--- src/rtl/fft_peak_finder.sv ---
// fft_peak_finder: scans a bin range of an FFT result RAM and reports the bin with the largest |re|+|im|
module fft_peak_finder #(
    parameter int FIRST_BIN = 1,
    parameter int LAST_BIN  = 127
) (
    input  logic        Clk,
    input  logic        Reset,
    input  logic        Start,
    output logic        RdEn,
    output logic [7:0]  RdAddr,
    input  logic [31:0] RdRe,
    input  logic [31:0] RdIm,
    output logic [7:0]  PeakBin,
    output logic [31:0] PeakMag,
    output logic        Busy,
    output logic        Done
);
    typedef enum logic [3:0] {
        IDLE  = 4'b0001,
        READ  = 4'b0010,
        DRAIN = 4'b0100,
        DONE  = 4'b1000
    } state_t;
    localparam logic [7:0] FIRST = 8'(FIRST_BIN);
    localparam logic [7:0] LAST  = 8'(LAST_BIN);
    state_t      r_state, w_next;
    logic        r_vld, r_first, w_take, w_accept;
    logic [7:0]  r_eval_bin, r_max_bin, w_best_bin;
    logic [31:0] r_max, w_mag, w_best_mag;
    logic [32:0] w_abs_re, w_abs_im, w_sum;
    assign w_accept = (r_state == IDLE) && Start;
    // next state and per-state strobes; any illegal encoding falls back to IDLE
    always_comb begin
        w_next = IDLE;
        RdEn   = 1'b0;
        Busy   = 1'b0;
        Done   = 1'b0;
        case (r_state)
            IDLE:    w_next = Start ? READ : IDLE;
            READ: begin
                RdEn   = 1'b1;
                Busy   = 1'b1;
                w_next = (RdAddr == LAST) ? DRAIN : READ;
            end
            DRAIN: begin
                Busy   = 1'b1;
                w_next = DONE;
            end
            DONE: begin
                Busy   = 1'b1;
                Done   = 1'b1;
                w_next = IDLE;
            end
            default: w_next = IDLE;
        endcase
    end
    // magnitude of the returning sample, 33-bit so abs(-2^31) is exact, then saturated to 32 bits
    always_comb begin
        w_abs_re   = RdRe[31] ? 33'd0 - {RdRe[31], RdRe} : {1'b0, RdRe};
        w_abs_im   = RdIm[31] ? 33'd0 - {RdIm[31], RdIm} : {1'b0, RdIm};
        w_sum      = w_abs_re + w_abs_im;
        w_mag      = w_sum[32] ? 32'hFFFF_FFFF : w_sum[31:0];
        w_take     = r_first || (w_mag > r_max);
        w_best_mag = w_take ? w_mag : r_max;
        w_best_bin = w_take ? r_eval_bin : r_max_bin;
    end
    // state register
    always_ff @(posedge Clk) begin
        if (Reset) r_state <= IDLE;
        else       r_state <= w_next;
    end
    // read address: loaded on accept, walks up to LAST_BIN and holds there
    always_ff @(posedge Clk) begin
        if (Reset)                                 RdAddr <= 8'd0;
        else if (w_accept)                         RdAddr <= FIRST;
        else if (r_state == READ && RdAddr != LAST) RdAddr <= RdAddr + 8'd1;
    end
    // one-stage pipeline matching the RAM read latency
    always_ff @(posedge Clk) begin
        if (Reset) begin
            r_vld      <= 1'b0;
            r_eval_bin <= 8'd0;
        end else begin
            r_vld      <= RdEn;
            r_eval_bin <= RdAddr;
        end
    end
    // running maximum; the first evaluated bin of a search always loads it
    always_ff @(posedge Clk) begin
        if (Reset) begin
            r_first   <= 1'b0;
            r_max     <= 32'd0;
            r_max_bin <= 8'd0;
        end else if (w_accept) begin
            r_first <= 1'b1;
        end else if (r_vld) begin
            r_first   <= 1'b0;
            r_max     <= w_best_mag;
            r_max_bin <= w_best_bin;
        end
    end
    // published result, including the last bin evaluated during DRAIN
    always_ff @(posedge Clk) begin
        if (Reset) begin
            PeakBin <= 8'd0;
            PeakMag <= 32'd0;
        end else if (r_state == DRAIN) begin
            PeakBin <= w_best_bin;
            PeakMag <= w_best_mag;
        end
    end
endmodule

--- config.mk ---
export PLATFORM = sky130hd
export DESIGN_NAME = fft_peak_finder
export DESIGN_NICKNAME = d
export VERILOG_FILES = /design/src/rtl/fft_peak_finder.sv
export SDC_FILE = /design/constraint.sdc
export NUM_CORES = 1
export LEC_CHECK = 0
export CAP_MARGIN = 20
export CORE_ASPECT_RATIO = 1.25
export CORE_MARGIN = 4
export CORE_UTILIZATION = 35
export CTS_BUF_LIST = sky130_fd_sc_hd__clkbuf_4
export DETAILED_ROUTE_END_ITERATION = 6
export GPL_ROUTABILITY_DRIVEN = 0
export PLACE_DENSITY = 0.59
export SYNTH_ARGS = -nofsm -noshare
export SYNTH_HDL_FRONTEND = slang
export SYNTH_SLANG_ARGS = --single-unit
--- constraint.sdc ---
create_clock -name Clk -period 12.31 [get_ports Clk]
set_input_delay 3.0775 -clock Clk [delete_from_list [all_inputs] [get_ports Clk]]
set_output_delay 3.0775 -clock Clk [all_outputs]
set_load 0.01 [all_outputs]
### Word-level counts from Yosys, hierarchy flattened

Cells that the tools add are included.

| storage, ports and cells | value |
|---|---|
| word-level logic and storage cells | 45 |
| output and inout bits | 51 |
| register bits after elaboration | 102 |
| bits of input ports | 67 |

| cells by class | value |
|---|---|
| $add $sub $neg | 4 |
| $lt $le $gt $ge | 1 |
| equality and inequality tests | 6 |
| reduce and logical (&&, ||, !) cells | 8 |
| muxes and demuxes | 15 |
| bitwise gates (word level) | 1 |

Operators by type and width:

| kind | number |
|---|---|
| 33-bit 2-to-1 mux | 2 |
| 1-bit by 32-bit subtractor with 33-bit output, first input constant | 2 |
| 32-bit 2-to-1 mux | 2 |
| 33-bit adder | 1 |
| 32-bit greater-than comparator | 1 |
| 4-bit case mux with 3 select lines | 1 |
| 8-bit by 1-bit adder with 8-bit output, second input constant | 1 |
| 8-bit by 7-bit == test with 1-bit output, second input constant | 1 |
| 8-bit 2-to-1 mux | 1 |
| 8-bit by 7-bit inequality test with 1-bit output, second input constant | 1 |
| 1-bit 2-to-1 mux | 7 |
| 4-bit by 1-bit == test with 1-bit output, second input constant | 1 |
| 4-bit by 2-bit == test with 1-bit output, second input constant | 1 |
| 4-bit by 3-bit == test with 1-bit output, second input constant | 1 |
| 4-bit == test, second input constant | 1 |
| 2-bit nonzero test | 2 |
| 3-bit 2-to-1 mux | 1 |
| 3-bit OR reduction | 1 |
| 1-bit logical AND | 2 |
| 2-bit 2-to-1 mux | 1 |
| 2-bit AND reduction | 1 |
| 2-bit OR reduction | 1 |
| 1-bit logical OR | 1 |
| 1-bit NOT | 1 |

### Depth between registers and ports, before layout

| depth | value |
|---|---|
| depth in word-level cells | 7 |
| depth in mapped cells | 29 |
| gate-level depth less buffers | 27 |

### Worst setup path after synthesis

No wires, ideal clock.

| timing path | value |
|---|---|
| path type | input-to-reg |
| start point | in RdRe[4] |
| end point | reg PeakBin[0] |
| stages | 27 |
| buffers on the path | 3 |
| arrival time | 10.226 ns |
| setup slack | 1.951 ns |
| library setup time | 0.133 ns |
| data required time | 12.177 ns |
| cells stage by stage | or3_1 > or4_4 > or3_4 > or3_4 > or3_4 > nand2b_4 > o41ai_4 > xnor2_1 > ha_1 > a21oi_1 > nor2_1 > a211oi_1 > o21ai_1 > nor4b_1 > nor2_1 > buf_2 > or2_2 > ha_1 > nand4_1 > or4_1 > nor2_1 > nand3_1 > o21ai_1 > clkbuf_1 > clkbuf_1 > mux2i_1 > a21oi_1 |

| between the ends | value |
|---|---|
| cells in the longest elaborated chain, start to end | 7 |

RTL lines:

| element | RTL line | source |
|---|---|---|
| from (decl) | 11 | `input logic [31:0] RdRe,` |
| 1-bit by 32-bit subtractor with 33-bit output | 59 | `w_abs_re = RdRe[31] ? 33'd0 - {RdRe[31], RdRe} : {1'b0, RdRe};` |
| 33-bit 2-to-1 mux * | 59 |  |
| 33-bit adder * | 61 | `w_sum = w_abs_re + w_abs_im;` |
| 32-bit 2-to-1 mux * | 62 | `w_mag = w_sum[32] ? 32'hFFFF_FFFF : w_sum[31:0];` |
| 32-bit greater-than comparator * | 63 | `w_take = r_first \|\| (w_mag > r_max);` |
| 1-bit logical OR * | 63 |  |
| 8-bit 2-to-1 mux * | 65 | `w_best_bin = w_take ? r_eval_bin : r_max_bin;` |
| to (signal assigned) | 108 | `PeakBin <= w_best_bin;` |
| to (decl) | 13 | `output logic [7:0] PeakBin,` |

Mark *: on every way between the ends. The rest lies on a longest branch, timed or not.
A chain may end at the register's enable or synchronous reset.

### Worst setup path after layout

| timing path | value |
|---|---|
| start point | in RdRe[2] |
| end point | reg r_max[31] |

| between the ends | value |
|---|---|
| cells in the longest elaborated chain, start to end | 7 |

RTL lines:

| element | RTL line | source |
|---|---|---|
| 1-bit by 32-bit subtractor with 33-bit output | 59 |  |
| 33-bit 2-to-1 mux * | 59 |  |
| 33-bit adder * | 61 |  |
| 32-bit 2-to-1 mux * | 62 |  |
| 32-bit greater-than comparator | 63 |  |
| 1-bit logical OR | 63 |  |
| 32-bit 2-to-1 mux * | 64 | `w_best_mag = w_take ? w_mag : r_max;` |
| to (signal assigned) | 98 | `r_max <= w_best_mag;` |
| to (decl) | 29 | `logic [31:0] r_max, w_mag, w_best_mag;` |

Marks and branches as above.

==> impl_metrics.json <==
{
  "synth_top_area_share_pct": 25.93,
  "synth.mux.area_fraction_pct": 1.398,
  "tritoncts": "yes",
  "grt_start_max_net_pins": 68,
  "synth-edff-count": 0,
  "power.share.clock_pct": 18.5,
  "drt-wirelength-per-cell_um": 15.09,
  "clockBufferDepth": 2,
  "setup_tns_ns": 0,
  "start_util_pct": 35.46,
  "startpoint_type": "primary input",
  "nets": 1238,
  "post_cts_buffers": 0,
  "die_area_um2": 24980,
  "p_sw_mw": 0.4146,
  "synth_area_um2": 7876,
  "row_count": 61,
  "crit_arrival_ns": 11.58,
  "maxCapViolCount": 0,
  "io_pins": 118,
  "async_flop_share_pct": 0,
  "vias": 7437,
  "ant_nets": 0,
  "endpoint": "r_max[31]$_SDFFE_PP0P_",
  "synth_area_leaders": "dfxtp_1 (26%), ha_1 (11%), xnor2_1 (7.8%), a21oi_1 (6.7%), nand2_1 (5.4%)",
  "synthXorXnorAreaFrac_pct": 10.12,
  "yosys_warnings": 0,
  "reg2reg_slack_ns": 9.06,
  "ys_seq_elements": 102,
  "p_total_mw": 1.022,
  "crit_top_cell": "nor2_1",
  "seq_power_share_pct": 32.8,
  "cts.clk_slew.worst_paths_ns": 0.18,
  "endpoint_kind": "register",
  "drive_gt1_share_pct": 5.235,
  "antenna_found_initial": 1,
  "fmax_mhz": 89.42,
  "crit_start": "RdRe[2]",
  "outcome": "finished, final reports clean",
  "hold_viol": 0,
  "n_fill_cell": 2268,
  "ys_top_cells_by_count": "nand2_1 (113), a21oi_1 (105), dfxtp_1 (102)",
  "cp.required_ns": 12.70,
  "syn_inst": 1014,
  "grt-ovfl-total": 0,
  "cts_resized": 0,
  "slew_headroom_pct": 35.71,
  "hold_buffers": 0,
  "grt_setup_unrepaired": "false",
  "cp_num_cells": 26,
  "syn-num-nets": 1149,
  "vdd_drop_max_v": 0.00005245,
  "hp-class": "reg2reg",
  "crit_fanout": 41,
  "synth_top_family_by_area": "compound AO/OA/AOI/OAI gates",
  "power_frac_comb_pct": 48.7,
  "core_area_um2": 22210,
  "cts_made_buffers": 9,
  "hold_slack_ns": 0.4636,
  "fin_crit_ns": 11.18,
  "portBuffers": 117,
  "period_share_pct": 90.84,
  "drcViolationCount": 0,
  "htreeDepth": 3,
  "crit_family": "simple AND/OR/NAND/NOR gates",
  "die_w_um": 142.2,
  "vias_per_cell": 5.343,
  "cts_root_buffer": "clkbuf_4",
  "synth_most_common_cell": "nand2_1",
  "synth_cell_types": 62,
  "seq_area_frac_synth_pct": 25.93,
  "yosys.area_share.adder_pct": 10.90,
  "ys.flop_type": "dfxtp_1",
  "p_leak_nw": 3.428,
  "switching_share_pct": 40.55,
  "hpwl_um": 16400,
  "drt-initial-drc-count": 321,
  "cts.sinks": 102,
  "reg2reg_depth": 10,
  "synth_largest_area_cell": "dfxtp_1",
  "grt_pass1_vias": 7071,
  "crit_path_max_incr_delay_ns": 0.73,
  "power_density_nw_per_um2": 108.0,
  "grt_usage_pct": 16.78,
  "totalWireLength_um": 21010,
  "worstSkewPairLatency_ns": 0.47,
  "cp_slowest_cell": "or2_2",
  "yosys.area_share.simple_pct": 20.38,
  "r2r-end": "r_max[31]$_SDFFE_PP0P_",
  "timing.rr.start": "r_max[30]$_SDFFE_PP0P_",
  "die_height_um": 175.7,
  "crit_type": "in2reg",
  "dr.pass1.iters": 5,
  "syn_avg_cell_area_um2": 7.768,
  "drv_slew": 0,
  "grt_pass1_wl_um": 34940,
  "layout_setup_ws_ns": 1.127,
  "area_growth_pct": 20.19,
  "pre_cts_ws_ns": 0.5836,
  "skew_ns": 0.03157,
  "synth-compound-area-share_pct": 26.54,
  "setup-violations-final": 0,
  "crit_buf_inv": 1,
  "worstMarginPinSlew_ns": 0.9614,
  "p_int_mw": 0.6078
}
metal layers:
layer	global-route usage (%)	share of wire, %	up-vias
met5	0	0	-
met4	3.320	0.88	0
met3	1.988	4.1	12
met2	29.15	48	145
met1	22.34	47	3409
li1	-	-	3871
sequential cells by signal (all words and copies together) (netlist names):
register    cells
r_max_bin       8
r_first         1
r_vld           1
r_max          32
PeakMag        32
r_state         4
RdAddr          8
r_eval_bin      8
PeakBin         8
power groups by stage:
| stage | sequential (mW) | combinational, mW | clock, mW |
|---|---|---|---|
| after floorplan | 0.342 | 0.359 | 0 |
| after global placement | 0.343 | 0.494 | 0 |
| after detailed placement | 0.343 | 0.497 | 0 |
| after CTS | 0.336 | 0.499 | 0.195 |
| after global routing | 0.336 | 0.563 | 0.207 |
| final | 0.336 | 0.497 | 0.189 |
logic make-up after synthesis:
family / Yosys count
xor+xnor: 91
simple gates: 318
flops: 102
fa+ha+maj: 68
mux: 11
buf+inv: 99
compound gates: 325
per-stage QoR:
stage | cell area [um2] | cells | util [%]
final | 9467 | 1392 | 42.62
after global routing | 9467 | 1392 | 42.62
after CTS | 9464 | 1391 | 42.61
after detailed placement | 9313 | 1375 | 41.93
after global placement | 9313 | 1375 | 41.93
after floorplan | 7876 | 1014 | -
worst min path at each step:
stage | end | cells past startpoint | slack (ns) | startpoint
after floorplan | r_max_bin[0]$_SDFFE_PP0P_ | 2 | 0.43 | r_eval_bin[0]$_SDFF_PP0_
after global placement | r_max_bin[0]$_SDFFE_PP0P_ | 2 | 0.44 | r_eval_bin[0]$_SDFF_PP0_
after detailed placement | r_max_bin[6]$_SDFFE_PP0P_ | 2 | 0.45 | r_max_bin[6]$_SDFFE_PP0P_
after CTS | r_max_bin[3]$_SDFFE_PP0P_ | 2 | 0.46 | r_eval_bin[3]$_SDFF_PP0_
after global routing | r_max_bin[3]$_SDFFE_PP0P_ | 2 | 0.48 | r_eval_bin[3]$_SDFF_PP0_
final | PeakMag[11]$_SDFFE_PP0P_ | 2 | 0.46 | PeakMag[11]$_SDFFE_PP0P_
worst reg2reg max path: cells and delay by family, from the launching register on:
kind	cells	cell delay, ns
buffers and inverters	1	0.07
AND/OR/NAND/NOR	6	1.90
AO/OA/AOI/OAI	2	0.50
adder cells (fa/ha/maj)	1	0.31
flip-flops	1	0.39
final cells by class:
class,instances,area (um2),area share [%]
Clock inverter,6,76.32,0.8062
Timing Repair Buffer,129,1256,13.27
Multi-Input combinational cell,813,5480,57.89
Sequential cell,102,2042,21.57
Tap cell,283,354.1,3.740
Inverter,48,180.2,1.903
Antenna cell,1,2.502,0.02643
Clock buffer,10,75.07,0.7930
placed cells by master, fill, tap and decap left out, types with 11 or more instances in the layout:
cell type / count
nand3_1: 19
buf_4: 12
a211oi_1: 22
mux2i_1: 11
ha_1: 67
xor2_1: 21
a21o_1: 11
xnor2_1: 70
o31ai_1: 21
a311oi_1: 16
clkdlybuf4s50_1: 116
nor2_1: 63
a21oi_1: 105
or3_1: 18
nor3_1: 12
nand2_1: 113
nand2b_1: 15
nand4_1: 11
nor2b_1: 14
inv_1: 48
o21ai_0: 75
dfxtp_1: 102
Note: power is estimated with default switching activity, not from simulation.
==> variant, RTL diff (same flow settings) <==
Take the reset off `r_eval_bin` and load it in a clocked block of its own.
--- a/src/rtl/fft_peak_finder.sv
+++ b/src/rtl/fft_peak_finder.sv
@@ -80,9 +80,11 @@
         if (Reset) begin
             r_vld      <= 1'b0;
-            r_eval_bin <= 8'd0;
         end else begin
             r_vld      <= RdEn;
-            r_eval_bin <= RdAddr;
         end
+    end
+
+    always_ff @(posedge Clk) begin
+        r_eval_bin <= RdAddr;
     end
     // running maximum; the first evaluated bin of a search always loads it
Formal check against the unedited RTL: no difference found for any inputs over 10 cycles, from zero or initial values and one cycle with Reset high; that may be too few to reach the edited logic, so the function may still have changed.
==> variant against the original RTL <==
Sequential cell count unchanged. Count of clock-buffer cells in the layout decreased by 1. Clock power decreased by 11%. Worst setup slack improved by 0.37 ns. Total power increased by 0.14%. Final cell count increased by 2.4%. Critical path type unchanged. Clock skew increased by 0.0025 ns. Register-to-register slack about the same. Synthesized area increased by 1.4%. Via count increased by 3.1%. Cell area about the same. Routed wire length increased by 4.9%. Fmax increased by 3.4%. Highest routed layer unchanged.
==> variant: results (changes against the original RTL) <==
share of cells above drive strength 1 4.12% (-1.1 points); area of the multi-input gates 5380 um^2 (-1.8%); post-synthesis adder-cell area fraction 10.8% (-0.15 points); synth top area cells dfxtp_1, ha_1, xnor2_1; first-pass GRT wire length 36700 um (+5.0%); syn nets 1201 (+4.5%); clock skew 0.0341 ns (+0.00250 ns); Worst setup startpoint RdRe[8]; # clk buffers 9 (-1); proportion of cell area occupied by registers 21.6% (about the same); Final #Nets 1272 (+2.7%); multi-input gates 811 (-0.25%); total detailed-routing wirelength 22000 um (+4.9%); Worst EP arrival 11.17 ns (-0.41 ns); Hold WS 0.429 ns (-0.0342 ns); clock network area share 1.30% (-0.30 points); Crit path largest cell delay 0.64 ns (-0.09 ns); Post-DP Area 9340 um^2 (+0.26%); status complete, no violations; crit path max fanout 39 (-4.9%); Psw 441 uW (+6.3%); multiplexer area fraction after synthesis 1.38% (-0.019 points); HPWL Detailed 17100 um (+3.9%); Inverters excl. clock 87 (+81%); min setup slack post-route 1.50 ns (+0.369 ns); Setup WS pre-CTS 1.09 ns (+0.508 ns); routed vias 7665 (+3.1%); share of the yosys chip area belonging to registers 25.6% (-0.35 points); Peak VDD IR 0.0000554 V (+5.6%); Distinct cells, synth 57 (-8.1%); first-pass detailed-route iteration total 4 (-1)
==> variant: metal layers <==
metal,GRT usage [%],vias up,share of wire (%)
li1,-,3980,-
met1,22.7,3502,46
met2,30.3,161,48
met3,2.32,22,4.0
met4,4.60,0,1.8
met5,0,-,0
==> variant: how the worst min path moves through the flow <==
stage	cells past startpoint	to
3_3_place_gp	0	r_eval_bin[5]
2_1_floorplan	0	r_eval_bin[6]
4_1_cts	0	r_eval_bin[5]
3_5_place_dp	0	r_eval_bin[5]
5_1_grt	0	r_eval_bin[5]
6_report	0	r_eval_bin[5]
==> variant: power groups by stage <==
stage	Clock, mW	Sequential [mW]	Combinational [mW]
after floorplan	0	0.342	0.376
after global placement	0	0.343	0.518
after detailed placement	0	0.343	0.519
after CTS	0.174	0.336	0.522
after global routing	0.186	0.337	0.589
final	0.168	0.336	0.520
